<file path="src/rtl/vram_arbiter.sv">
// Single-port video RAM arbiter: video text fetches win by default, a bounded
// wait counter forces the CPU through, and a tag pipeline steers read data back.
module vram_arbiter #(
  parameter int data_width = 8,
  parameter int addr_width = 10,
  parameter int max_wait   = 4
) (
  input  logic                  clock,
  input  logic                  reset,
  input  logic                  vid_req,
  input  logic [addr_width-1:0] vid_addr,
  output logic                  vid_valid,
  output logic [data_width-1:0] vid_data,
  output logic                  vid_ovr,
  input  logic                  cpu_req,
  input  logic                  cpu_we,
  input  logic [addr_width-1:0] cpu_addr,
  input  logic [data_width-1:0] cpu_wdata,
  output logic                  cpu_ack,
  output logic [data_width-1:0] cpu_rdata,
  output logic [addr_width-1:0] ram_address,
  output logic [data_width-1:0] ram_data,
  output logic                  ram_wren,
  input  logic [data_width-1:0] ram_q
);

  typedef enum logic [1:0] {
    TAG_NONE = 2'd0,
    TAG_VID  = 2'd1,
    TAG_CRD  = 2'd2,
    TAG_CWR  = 2'd3
  } tag_t;

  localparam logic [3:0] WAIT_MAX = 4'(max_wait);

  function automatic logic [3:0] wait_inc(input logic [3:0] cnt);
    return (cnt >= WAIT_MAX) ? WAIT_MAX : cnt + 4'd1;
  endfunction

  logic                  vid_pend_q, vid_pend_d;
  logic [addr_width-1:0] vid_addr_q, vid_addr_d;
  logic [3:0]            wait_cnt_q, wait_cnt_d;
  tag_t                  tag_p1_q, tag_p1_d, tag_p2_q;
  logic [addr_width-1:0] ram_address_q, ram_address_d;
  logic [data_width-1:0] ram_data_q, ram_data_d;
  logic                  ram_wren_q, ram_wren_d;
  logic [data_width-1:0] vid_data_q, cpu_rdata_q;

  logic cpu_busy, cpu_elig, vid_any, gnt_cpu, gnt_vid;

  // Grant stage: CPU is ineligible while its access is in flight or being acked.
  always_comb begin
    cpu_busy = (tag_p1_q == TAG_CRD) || (tag_p1_q == TAG_CWR) || (tag_p2_q == TAG_CRD);
    cpu_elig = cpu_req && !cpu_busy;
    vid_any  = vid_pend_q || vid_req;
    gnt_cpu  = 1'b0;
    gnt_vid  = 1'b0;
    if (cpu_elig && (wait_cnt_q == WAIT_MAX)) begin
      gnt_cpu = 1'b1;
    end else if (vid_any) begin
      gnt_vid = 1'b1;
    end else if (cpu_elig) begin
      gnt_cpu = 1'b1;
    end
  end

  // A fresh strobe with nothing pending is served directly when video wins.
  always_comb begin
    vid_addr_d = vid_req ? vid_addr : vid_addr_q;
    if (vid_req) begin
      vid_pend_d = !(gnt_vid && !vid_pend_q);
    end else begin
      vid_pend_d = vid_pend_q && !gnt_vid;
    end
    vid_ovr = vid_req && vid_pend_q && !gnt_vid;

    if (!cpu_req || gnt_cpu) begin
      wait_cnt_d = 4'd0;
    end else if (cpu_elig) begin
      wait_cnt_d = wait_inc(wait_cnt_q);
    end else begin
      wait_cnt_d = wait_cnt_q;
    end
  end

  always_comb begin
    tag_p1_d      = TAG_NONE;
    ram_address_d = ram_address_q;
    ram_data_d    = ram_data_q;
    ram_wren_d    = 1'b0;
    if (gnt_vid) begin
      tag_p1_d      = TAG_VID;
      ram_address_d = vid_pend_q ? vid_addr_q : vid_addr;
    end else if (gnt_cpu) begin
      tag_p1_d      = cpu_we ? TAG_CWR : TAG_CRD;
      ram_address_d = cpu_addr;
      ram_data_d    = cpu_wdata;
      ram_wren_d    = cpu_we;
    end
  end

  // Return stage: writes complete with the RAM strobe, reads one cycle later.
  always_comb begin
    vid_valid = (tag_p2_q == TAG_VID);
    vid_data  = vid_valid ? ram_q : vid_data_q;
    cpu_ack   = (tag_p1_q == TAG_CWR) || (tag_p2_q == TAG_CRD);
    cpu_rdata = (tag_p2_q == TAG_CRD) ? ram_q : cpu_rdata_q;
  end

  assign ram_address = ram_address_q;
  assign ram_data    = ram_data_q;
  assign ram_wren    = ram_wren_q;

  always_ff @(posedge clock) begin
    if (reset) begin
      vid_pend_q    <= 1'b0;
      wait_cnt_q    <= 4'd0;
      tag_p1_q      <= TAG_NONE;
      tag_p2_q      <= TAG_NONE;
      ram_address_q <= '0;
      ram_data_q    <= '0;
      ram_wren_q    <= 1'b0;
      vid_data_q    <= '0;
      cpu_rdata_q   <= '0;
    end else begin
      vid_pend_q    <= vid_pend_d;
      wait_cnt_q    <= wait_cnt_d;
      tag_p1_q      <= tag_p1_d;
      tag_p2_q      <= tag_p1_q;
      ram_address_q <= ram_address_d;
      ram_data_q    <= ram_data_d;
      ram_wren_q    <= ram_wren_d;
      vid_data_q    <= vid_data;
      cpu_rdata_q   <= cpu_rdata;
    end
  end

  always_ff @(posedge clock) begin
    vid_addr_q <= vid_addr_d;
  end

endmodule

</file>
<file path="config.mk">
export PLATFORM = sky130hd
export DESIGN_NAME = vram_arbiter
export DESIGN_NICKNAME = d
export VERILOG_FILES = /design/src/rtl/vram_arbiter.sv
export SDC_FILE = /design/constraint.sdc
export NUM_CORES = 1
export LEC_CHECK = 0
export ABC_CLOCK_PERIOD_IN_PS = 1780
export BUFFER_PORTS_ARGS = -buffer_cell sky130_fd_sc_hd__buf_2
export CAP_MARGIN = 20
export CORE_MARGIN = 2
export CORE_UTILIZATION = 35
export DETAILED_ROUTE_END_ITERATION = 7
export PLACE_DENSITY = 0.57
export SYNTH_ARGS = -nofsm -noshare
export SYNTH_HDL_FRONTEND = slang
export SYNTH_SLANG_ARGS = --single-unit
export TNS_END_PERCENT = 1
</file>
<file path="constraint.sdc">
create_clock -name clock -period 1.78 [get_ports clock]
set_input_delay 0.178 -clock clock [delete_from_list [all_inputs] [get_ports clock]]
set_output_delay 0.178 -clock clock [all_outputs]
set_load 0.01 [all_outputs]
</file>
# --- Word-level counts from Yosys, hierarchy flattened ---
# Index checks and enable logic that the tools add are counted.
word_totals:
  regBits: 54
  input_bits: 41
  out_inout_bits: 38
  word_cells: 55
classes:
  addsub: 1
  n_lt_le_gt_ge: 1
  n_eq_ne: 5
  mux: 15
  bitwise_logic: 2
  reduce_logical: 20
ops:
  columns: ["op", "n"]
  rows:
  - ["two-way mux 10 bit", 3]
  - ["two-way mux 8 bit", 2]
  - ["two-way mux 1 bit", 9]
  - ["equality test 2 bit (second input constant)", 3]
  - ["logical AND 1 bit", 6]
  - ["zero test 1 bit", 5]
  - ["logical OR 1 bit", 5]
  - ["adder 4 x 1 -> 4 bit (second input constant)", 1]
  - ["equality test 4 x 3 -> 1 bit (second input constant)", 1]
  - ["greater-or-equal comparator 4 x 3 -> 1 bit (second input constant)", 1]
  - ["two-way mux 4 bit", 1]
  - ["OR reduction 3 bit", 1]
  - ["equality test 2 x 1 -> 1 bit (second input constant)", 1]
  - ["inverter 1 bit", 2]
  - ["AND reduction 2 bit", 1]
  - ["nonzero test 2 bit", 1]
  - ["OR reduction 2 bit", 1]

# --- Depth between registers and ports, before layout ---
depth:
  ltp_word: 10
  ltp_mapped: 7
  depth_no_buf: 6

# --- Worst setup path before layout ---
# No wires, ideal clock.
synth_path:
  path_type: "register -> register"
  from: "register wait_cnt_q[0]"
  to: "register ram_data_q[0], in the netlist ram_data[0]"
  setup_time_ns: 0.128
  arrival_time_ns: 1.391
  t_required_ns: 1.652
  setup_slack_ns: 0.261
  stages_incl_launch_ff: 8
  path_buffers: 1
  period_less_slack_ns: 1.519
  cell_sequence: "dfxtp_1 -> inv_1 -> ha_1 -> and3b_4 -> o211ai_4 -> buf_12 -> mux2i_1 -> nor2_1"
synth_via:
  elab_chain_cells: 5
  elab_cells_between_ends: 6
  classes_between: "eq/ne: 1; mux: 2; bitwise: 1; reduce/logical: 2"
synth_lines:
  columns: ["item", "line", "source"]
  rows:
  - ["start, declared", "42", "logic [3:0] wait_cnt_q, wait_cnt_d;"]
  - ["start signal, assigned", "127", "wait_cnt_q <= wait_cnt_d;"]
  - ["equality test 4 x 3 -> 1 bit (*)", "58", "if (cpu_elig && (wait_cnt_q == WAIT_MAX)) begin"]
  - ["logical AND 1 bit (*)", "58", null]
  - ["two-way mux 1 bit", "58", null]
  - ["inverter 1 bit (no line)", null, null]
  - ["AND reduction 2 bit (no line) (*)", null, null]
  - ["end signal, assigned", "131", "ram_data_q <= ram_data_d;"]
  - ["end, declared", "45", "logic [data_width-1:0] ram_data_q, ram_data_d;"]
# Every way passes the cells marked *; elsewhere a longest branch is shown, timed or not.
# A chain may end at the register's enable or synchronous reset.

# --- Worst setup path in the final report ---
layout_path:
  from: "register wait_cnt_q[0]"
  to: "output vid_ovr"
layout_via:
  elab_chain_cells: 5
layout_lines:
  columns: ["item", "line", "source"]
  rows:
  - ["equality test 4 x 3 -> 1 bit", "58", null]
  - ["logical AND 1 bit", "58", null]
  - ["two-way mux 1 bit", "58", null]
  - ["zero test 1 bit", "75", "vid_ovr = vid_req && vid_pend_q && !gnt_vid;"]
  - ["logical AND 1 bit", "75", null]
  - ["end, declared", "14", "output logic vid_ovr,"]
# No other way between the ends.

==> metrics.cfg <==
[status]
status=complete, no violations

[synth]
yosysWarnings=0
syn_avg_cell_area_um2=10.7
ys_types=38
ys_ff_latch=54
syn_inst=218
async_flop_share=0
synth_most_common_cell=dfxtp_1
netlist_area_mm2=0.00233
synth_ff_type=dfxtp_1
synth_edf_count=10
netlist.area_leader.share=0.378
synth_area_leaders=dfxtp_1 (38%), edfxtp_1 (13%), mux2_2 (7.7%)
seq_area_frac_synth=0.507
synth_nets=261
synth.largest_area_cell=dfxtp_1
synth_commonest_cells=dfxtp_1 (44), nand2_1 (32), nor2b_1 (20)

[clock_network]
cts_root_buffer=clkbuf_8
cts_tree=done
clkSinkCount=54
clkLatencyLatePin_ps=300
cts_buffers=5
clock_path_buffers=2
htreeDepth=2
clk_pin_slew_worst_paths_ps=100

[placement]
routabilityCongestion=0.751
port_buffers=78
dpl.hpwl_um=3600
placed_area_mm2=0.00282

[timing]
max_freq_ghz=0.593
fin_crit_ps=1690
hold_viol=0
skew_ps=12.0
rsz0062_at_grt=yes
setup_viol=0
tightest_slew_ps=335
setup_tns_ps=0
drv_slew=0
min_period_over_period=0.948
slew_headroom=0.776

[cells_and_area]
fin_area_mm2=0.00291
fill_cells=647
antenna_cells=0
layout.area.seq_mm2=0.00118
multiInputGateArea_mm2=0.00104
drive_gt1_frac=0.427
syn2layout_area_growth_pct=25.0
final_util=0.456
num-nets-final=344

[routing]
routed_wl_um=5040
vias_per_cell=4.65
drtIter0Drc=50
drc_errors=0
route.antenna.remaining_nets=0
drt_first_pass_iters=4
wire_per_inst_um=13.3
vias=1762

[floorplanning]
rows=29
coreArea_mm2=0.00639
fp.dieArea_mm2=0.00733
ios=79
die_w_um=85.6
start_util=0.365
die_y_um=85.6

[setup_path]
path_class=register to primary output
r2r_slack_ps=130
cp-end-kind=primary output
r2r_start=wait_cnt_q[0]
worstPathMaxFanout=4
r2r_end=ram_address[7]
reg2regPathDepth=7
startpoint_type=register
critical_path_required_ps=1600
arrival_ps=1510

[flow_run]
max-cap-violations=0

[grt]
grt_usage=0.143
grt_pass1_wl_um=8260
grt_max_degree=18
grt_pass1_vias=1719
antenna_found_initial=0
grt_overflow=0

[hold_path]
whs_endpoint=vid_addr_q[5]
hold-path-cell-count=1
min-delay-start=vid_addr[5]
hold_class=input port to register

[pwr]
powerDensity_mw_per_mm2=800
max-vdd-ir-drop_mv=0.375
power_mw=2.33
leakagePower_nw=1.37

worst max-delay path by stage:
stage	startpoint	to	slack, ps	cells after the start
2_1_floorplan	wait_cnt_q[0]	ram_data[0]	260	7
3_3_place_gp	wait_cnt_q[0]	ram_data[4]	280	7
3_5_place_dp	wait_cnt_q[0]	ram_data[0]	230	7
4_1_cts	wait_cnt_q[0]	vid_ovr	30	6
5_1_grt	wait_cnt_q[0]	vid_ovr	-30	6
6_report	wait_cnt_q[0]	vid_ovr	90	6
cell type report:
class / instances / area share
inverters: 9 / 0.0116
clock buffers: 6 / 0.0249
flip-flops and latches: 54 / 0.406
well taps: 77 / 0.0331
repair buffers: 88 / 0.164
clock inverters: 2 / 0.00344
multi-input cells: 143 / 0.357
power by group:
group          switching [mW]  internal, mW
clock                   0.389         0.274
combinational           0.169         0.163
sequential             0.0258          1.31
total                   0.584          1.75
cell families after synthesis:
kind of cell | count (synthesis) | share of synthesized area
AND/OR/NAND/NOR | 80 | 0.190
flip-flops | 54 | 0.507
AO/OA/AOI/OAI | 32 | 0.109
multiplexers | 29 | 0.134
buffers and inverters | 21 | 0.0499
adder cells (fa/ha/maj) | 2 | 0.0107
worst max-delay path: stages (launching register included):
cell and delay (ps):
dfxtp_2 350, inv_1 50, ha_1 160, nand3b_1 110, nor3_2 240, and3_1 180, buf_2 120
metrics by stage:
step | setup slack, ps | cells | hold WS [ps]
after floorplan | 261 | 218 | 277
after global placement | 281 | 370 | 370
after detailed placement | 225 | 370 | 375
after CTS | 33.4 | 378 | 52.3
after global routing | -25.9 | 379 | 49.5
final | 92.6 | 379 | 57.1
registers in the layout, indices dropped and copies added (netlist names):
| name | flops |
|---|---|
| ram_address | 10 |
| vid_addr_q | 10 |
| cpu_rdata_q | 8 |
| ram_data | 8 |
| vid_data_q | 8 |
| wait_cnt_q | 4 |
| tag_p1_q | 2 |
| tag_p2_q | 2 |
| ram_wren | 1 |
| vid_pend_q | 1 |
layout by cell type (no fill, tap or decap), types with 4 or more instances in the layout:
master    netlist  final
o22ai_1         4      4
nor2b_1        20     20
nor2_1         11     11
nand2_1        32     32
mux2_2         16     16
buf_2           5     78
a211oi_1        4      4
clkbuf_8        0      5
o21ai_0         4      4
buf_4           0      9
inv_1           9      9
a21oi_1         5      5
mux2i_1        12     12
a31oi_1         5      5
o221a_2         5      5
dfxtp_1        44     42
edfxtp_1       10     10
repair_timing:
item,in CTS,in global routing
setup endpoints to repair,1,9
hold buffers,0,0
gates resized for setup,1,2
pin swaps,0,2
endpoints found under the hold margin,0,0
setup buffers,0,1
per-layer routing:
layer | vias to the layer above | track usage | part of all wire
li1 | 917 | - | -
met1 | 786 | 0.194 | 0.48
met2 | 52 | 0.226 | 0.45
met3 | 7 | 0.0298 | 0.056
met4 | 0 | 0.0476 | 0.013
met5 | - | 0 | 0
Power figures use the tool's default switching activity.
